### src/rtl/serial_addsub.sv
// ---------------------------------------------------------------------------
// serial_addsub
//   Bit-serial adder/subtractor. Two WIDTH-bit operands are loaded on a start
//   strobe and processed one bit per clock, LSB first. The arithmetic cell is
//   a 1-bit full adder (add mode) or a 1-bit full subtractor (sub mode).
//   The carry/borrow is held in a flip-flop between bits.
//   The full result and the final carry/borrow appear together with a
//   one-cycle done pulse.
//
// Ports
//   clk    in   rising-edge clock
//   rst    in   synchronous, active-high reset
//   start  in   request, sampled only while idle
//   mode   in   0 = add (a+b), 1 = subtract (a-b); latched with start
//   a      in   operand A (minuend in sub mode); latched with start
//   b      in   operand B (subtrahend in sub mode); latched with start
//   busy   out  high while an operation is in progress (exactly WIDTH cycles)
//   done   out  one-cycle pulse when result/flag have just been updated
//   result out  sum or difference modulo 2^WIDTH
//   flag   out  final carry-out (add) or final borrow-out (sub)
// ---------------------------------------------------------------------------
module serial_addsub #(
    parameter int WIDTH = 8
) (
    input  logic             clk,
    input  logic             rst,
    input  logic             start,
    input  logic             mode,
    input  logic [WIDTH-1:0] a,
    input  logic [WIDTH-1:0] b,
    output logic             busy,
    output logic             done,
    output logic [WIDTH-1:0] result,
    output logic             flag
);

    // The counter only needs to reach WIDTH-1; keep at least one bit for WIDTH=1.
    localparam int            CW   = (WIDTH > 1) ? $clog2(WIDTH) : 1;
    localparam logic [CW-1:0] LAST = CW'(WIDTH - 1);

    typedef enum logic {
        S_IDLE = 1'b0,
        S_RUN  = 1'b1
    } state_t;

    state_t           r_state;
    state_t           w_state_next;

    logic [WIDTH-1:0] r_a_sh;
    logic [WIDTH-1:0] r_b_sh;
    logic [WIDTH-1:0] r_res_sh;
    logic [WIDTH-1:0] r_result;
    logic             r_mode;
    logic             r_cb;
    logic             r_done;
    logic             r_flag;
    logic [CW-1:0]    r_cnt;

    logic             w_ai;
    logic             w_bi;
    logic             w_bit;
    logic             w_cb_next;
    logic             w_load;
    logic             w_step;
    logic             w_last;
    logic [WIDTH-1:0] w_a_shifted;
    logic [WIDTH-1:0] w_b_shifted;
    logic [WIDTH-1:0] w_res_shifted;

    // -----------------------------------------------------------------------
    // Arithmetic cell: full adder or full subtractor on the operand LSBs.
    // -----------------------------------------------------------------------
    assign w_ai = r_a_sh[0];
    assign w_bi = r_b_sh[0];

    always_comb begin
        w_bit     = w_ai ^ w_bi ^ r_cb;
        w_cb_next = 1'b0;
        if (r_mode) begin
            // Borrow out: a plain 0-1, or equal bits passing an incoming borrow.
            w_cb_next = (~w_ai & w_bi) | (~(w_ai ^ w_bi) & r_cb);
        end else begin
            w_cb_next = (w_ai & w_bi) | (r_cb & (w_ai ^ w_bi));
        end
    end

    // -----------------------------------------------------------------------
    // Shift networks. Operands move right (zero fill at the top). The new
    // result bit enters at the MSB. After WIDTH steps, bit 0 of the result
    // holds the first bit computed.
    // -----------------------------------------------------------------------
    generate
        for (genvar gi = 0; gi < WIDTH; gi++) begin : g_shift
            if (gi == WIDTH - 1) begin : g_top
                assign w_a_shifted[gi]   = 1'b0;
                assign w_b_shifted[gi]   = 1'b0;
                assign w_res_shifted[gi] = w_bit;
            end else begin : g_low
                assign w_a_shifted[gi]   = r_a_sh[gi+1];
                assign w_b_shifted[gi]   = r_b_sh[gi+1];
                assign w_res_shifted[gi] = r_res_sh[gi+1];
            end
        end
    endgenerate

    // -----------------------------------------------------------------------
    // Control: next state and per-cycle strobes.
    // -----------------------------------------------------------------------
    always_comb begin
        w_state_next = r_state;
        w_load       = 1'b0;
        w_step       = 1'b0;
        w_last       = 1'b0;
        case (r_state)
            S_IDLE: begin
                if (start) begin
                    w_load       = 1'b1;
                    w_state_next = S_RUN;
                end
            end
            S_RUN: begin
                w_step = 1'b1;
                if (r_cnt == LAST) begin
                    w_last       = 1'b1;
                    w_state_next = S_IDLE;
                end
            end
            default: w_state_next = S_IDLE;
        endcase
    end

    // -----------------------------------------------------------------------
    // State register and datapath.
    // -----------------------------------------------------------------------
    always_ff @(posedge clk) begin
        if (rst) begin
            r_state  <= S_IDLE;
            r_a_sh   <= '0;
            r_b_sh   <= '0;
            r_res_sh <= '0;
            r_result <= '0;
            r_mode   <= 1'b0;
            r_cb     <= 1'b0;
            r_done   <= 1'b0;
            r_flag   <= 1'b0;
            r_cnt    <= '0;
        end else begin
            r_state <= w_state_next;
            r_done  <= w_last;

            if (w_load) begin
                r_a_sh   <= a;
                r_b_sh   <= b;
                r_mode   <= mode;
                r_cb     <= 1'b0;
                r_cnt    <= '0;
                r_res_sh <= '0;
            end else if (w_step) begin
                r_a_sh   <= w_a_shifted;
                r_b_sh   <= w_b_shifted;
                r_res_sh <= w_res_shifted;
                r_cb     <= w_cb_next;
                r_cnt    <= r_cnt + CW'(1);
            end

            // Publish only complete results. This includes the bit being
            // processed on the final step.
            if (w_last) begin
                r_result <= w_res_shifted;
                r_flag   <= w_cb_next;
            end
        end
    end

    assign busy   = (r_state == S_RUN);
    assign done   = r_done;
    assign result = r_result;
    assign flag   = r_flag;

endmodule

### config.mk
export PLATFORM = sky130hd
export DESIGN_NAME = serial_addsub
export DESIGN_NICKNAME = d
export VERILOG_FILES = /design/src/rtl/serial_addsub.sv
export SDC_FILE = /design/constraint.sdc
export NUM_CORES = 1
export LEC_CHECK = 0
export CAP_MARGIN = 30
export CORE_ASPECT_RATIO = 0.8
export CORE_UTILIZATION = 53
export CTS_BUF_LIST = sky130_fd_sc_hd__clkbuf_4
export DETAILED_ROUTE_END_ITERATION = 10
export PLACE_DENSITY = 0.87
export SLEW_MARGIN = 20
export SYNTH_ARGS = -nofsm -noshare
export SYNTH_HDL_FRONTEND = slang
export SYNTH_SLANG_ARGS = --single-unit
### constraint.sdc
create_clock -name clk -period 1.5 [get_ports clk]
set_input_delay 0.3 -clock clk [delete_from_list [all_inputs] [get_ports clk]]
set_output_delay 0.3 -clock clk [all_outputs]
set_load 0.01 [all_outputs]
; ---- Word level (Yosys, flattened, before mapping)
; Index checks and enable logic that the tools add are counted.
; W data, S select, Z words.
[word_totals]
ff_bits = 40
in_bits = 20
out_inout_bits = 11
elab_cells = 37
[classes]
addsub = 1
eq_ne = 1
n_mux = 12
bitwise = 11
n_reduce_logical = 2
[ops]
columns = op, n
row1 = $mux W8, 4
row2 = $mux W1, 7
row3 = $and A1 B1 Y1, 4
row4 = $add A3 B1 Y3 const B, 1
row5 = $eq A3 B3 Y1 const B, 1
row6 = $not A1 Y1, 3
row7 = $or A1 B1 Y1, 2
row8 = $pmux W1 S2, 1
row9 = $reduce_bool A2 Y1, 1
row10 = $reduce_or A2 Y1, 1
row11 = $xor A1 B1 Y1, 2

; ---- Logic depth before layout (Yosys ltp)
[logic_depth]
word_depth = 5
mapped_depth = 6
mapped_depth_nobuf = 5

; ---- Least setup slack after synthesis
; Ideal clock, no wire load.
[synth_path]
kind = register to register
start = register r_cnt[0]
end = register r_flag (netlist: flag)
setup_ns = 0.086
arrival_time_ns = 1.150
required_ns = 1.414
setup_slack_ns = 0.265
stages_incl_launch_ff = 6
n_path_buf = 1
period_less_slack_ns = 1.235
cell_sequence = dfxtp_1 > ha_1 > ha_1 > and2_1 > buf_2 > a211oi_1
[synth_between]
elab_chain_len = 3
[synth_rtl]
columns = item, line
row1 = start: declaration, 57  ; logic [CW-1:0] r_cnt;
row2 = start signal: assignment, 163  ; r_cnt <= r_cnt + CW'(1);
row3 = $eq A3 B3 Y1, 123  ; if (r_cnt == LAST) begin
row4 = $mux W1, 123
row5 = $mux W1, 114  ; case (r_state)
row6 = end signal: assignment, 170  ; r_flag <= w_cb_next;
row7 = end: declaration, 56  ; logic r_flag;
; No other way between the ends.
; A chain may end at the register's enable or synchronous reset.

; ---- Worst setup path after layout
; Same ends and word-level chain as after synthesis.

==> metrics.csv <==
stage,metric,value,unit
synth,avgSynthCellArea,9.88,um^2
clock_network,clk_latency,0.34,ns
detailed_routing,wire_per_inst,12.4,um
floorplanning,rows,17,
global_routing,grt_pass1_wl,5000,um
clock_network,cts_hold_buffers,0,
flow_run,drv_cap,0,
timing,rsz0062_at_grt,no,
detailed_routing,ant_nets,0,
finish,nets,217,
floorplanning,ios,31,
timing,period_minus_slack,1.37,ns
timing,worst_slack,0.127,ns
timing,fin_crit_sh,91.5,%
setup_path,cpPeakStageDelay,0.37,ns
detailed_routing,drc,0,
timing,slew_headroom,71.7,%
synth,ys_warn_count,0,
global_routing,grt-ovfl-total,0,
clock_network,path_clk_slew,0.12,ns
timing,finClkSkew,0.0145,ns
setup_path,rrSetupSlack,0.13,ns
pwr,p_leak,0.000854,uW
finish,syn_to_final_growth,23.8,%
clock_network,cts_setup_buffers,0,
global_routing,grt_max_degree,29,
clock_network,cts.path.max_buffers,2,
finish,drive_gt1_share,7.73,%
detailed_routing,wirelength,2880,um
setup_path,crit_fanout,11,
global_routing,antenna_found_initial,0,
placement,place_congestion,0.714,
floorplanning,die_w,63.4,um
synth,ys_types,21,
placement,port_buffers,30,
setup_path,cp_common_cell,ha_1,
synth,syn_inst,162,
synth,seq_area_frac_synth,48.8,%
finish,n_antenna_cell,0,
setup_path,cp_cell_sequence,ha_1 > ha_1 > and2_1 > nor2_1 > a211oi_1,
global_routing,first_global_vias,1154,
timing,final_max_slew_viol_count,0,
clock_network,cts_tree,built,
clock_network,cts_buffers,5,
clock_network,h-tree-depth,2,
finish,final_common_cell,dfxtp_1,
finish,final_cell_mix,"dfxtp_1 (39), nor2_1 (29), mux2i_1 (27), clkdlybuf4s50_1 (19), nand2_1 (17)",
clock_network,cts-root-buf,clkbuf_4,
floorplanning,die_h,51.1,um
detailed_routing,drtIter0Drc,24,
clock_network,clkSinkCount,39,
setup_path,end_kind,flop,
placement,post-place-ws,0.00415,ns
setup_path,cp-start-kind,flop,
floorplanning,core_area,2810,um^2
outcome,status,"finished, final reports clean",
placement,dp_hpwl,2140,um
synth,ys_seq_elements,39,
timing,setup_viol,0,
synth,syn_nets,186,
synth,syn_area,1600,um^2
detailed_routing,drt-vias-per-instance,5.10,
setup_path,crit_arrival,1.64,ns
timing,final_hold_viol_count,0,
detailed_routing,vias,1184,
detailed_routing,first_pass_iters,4,
setup_path,cpMaxStageDelayCell,dfxtp_1,
setup_path,path_class,reg2reg,
setup_path,cp.required,1.77,ns
timing,fmax,728,MHz
floorplanning,die-area,3240,um^2
floorplanning,initial_utilization,57.0,%
timing,tightest_slew,0.424,ns
pwr,peakVddDrop,0.639,mV
pwr,pwr_density_cell,1020,nW/um^2
timing,fin_setup_tns,0,ns
global_routing,grt_use_total,20.2,%
min_path,hp-class,reg2reg,
[per-stage QoR]
step	cell area (um^2)	instances	power (uW)	util, %	hold slack (ns)
2_1_floorplan	1600	162	1290	-	0.431
3_5_place_dp	1910	224	1380	68.2	0.449
6_report	1980	232	2020	70.5	0.458
4_1_cts	1980	232	2030	70.5	0.462
5_1_grt	1980	232	2120	70.5	0.475
3_3_place_gp	1910	224	1360	68.2	0.443
[routing by layer]
layer	GRT usage (%)	vias up	wire length (um)
met3	6.25	7	138
li1	-	611	-
met5	0	-	0
met2	33.9	26	1350
met1	24.0	540	1350
met4	9.09	0	46
[synth_stat cells]
cell | count | area share (%)
a211oi_1 | 16 | 7.5
a21oi_1 | 8 | 2.5
and2_1 | 1 | 0.39
buf_1 | 1 | 0.23
buf_2 | 4 | 1.3
buf_4 | 1 | 0.47
buf_6 | 3 | 2.1
buf_8 | 1 | 0.94
clkbuf_1 | 1 | 0.23
dfxtp_1 | 39 | 49
fa_1 | 2 | 2.5
ha_1 | 2 | 1.6
inv_1 | 3 | 0.70
inv_2 | 1 | 0.23
mux2i_1 | 27 | 17
nand2_1 | 17 | 4.0
nor2_1 | 29 | 6.8
nor2b_4 | 1 | 0.86
nor3_1 | 3 | 0.94
or2_4 | 1 | 0.55
xnor2_1 | 1 | 0.55
[path summary, 6_finish.rpt]
check / startpoint / to / cells after the start
setup / recovery: r_cnt[0] / flag / 5
hold / removal: result[4] / result[4] / 2
setup reg to reg: r_cnt[0] / flag / 5
hold reg to reg: result[4] / result[4] / 2
[power by group]
group | internal (uW) | total [uW] | switching, uW | leakage [uW]
Combinational | 130 | 241 | 111 | 0.000493
Clock | 343 | 668 | 325 | 0.0000426
Sequential | 1080 | 1110 | 29.7 | 0.000319
Total | 1550 | 2020 | 466 | 0.000854
[timing repair]
action | in CTS | in global routing
resized for setup | 10 | 1
cloned | 0 | 0
setup endpoints to repair | 10 | 1
[state kept, by name, indices dropped and copies added (netlist names)]
register,cells
busy,1
r_res_sh,7
r_b_sh,8
r_a_sh,8
flag,1
r_mode,1
r_cb,1
done,1
result,8
r_cnt,3
[logic make-up (layout without fill, tap and decap cells)]
logic type	Yosys count	count (layout)	synth area share, %
AO/OA/AOI/OAI	24	24	10.0
XOR/XNOR	1	1	0.547
adder cells (fa/ha/maj)	4	4	4.07
buffers and inverters	15	47	6.18
flip-flops	39	39	48.8
multiplexers	27	27	16.9
AND/OR/NAND/NOR	52	52	13.5
[cell type report]
type / count / area [um^2]
Clock buffer: 5 / 37.5
Clock inverter: 3 / 38.8
Tap cell: 38 / 47.5
Fill cell: 221 / 827
Inverter: 4 / 15.0
Multi-Input combinational cell: 108 / 721
Sequential cell: 39 / 781
Timing Repair Buffer: 35 / 340
[critical path, delay by kind of cell, from the launching register on]
family          cells  cell delay, ns
compound gates      1            0.21
flops               1            0.37
fa+ha+maj           2            0.31
simple gates        2            0.42
Note: power is estimated with default switching activity, not from simulation.
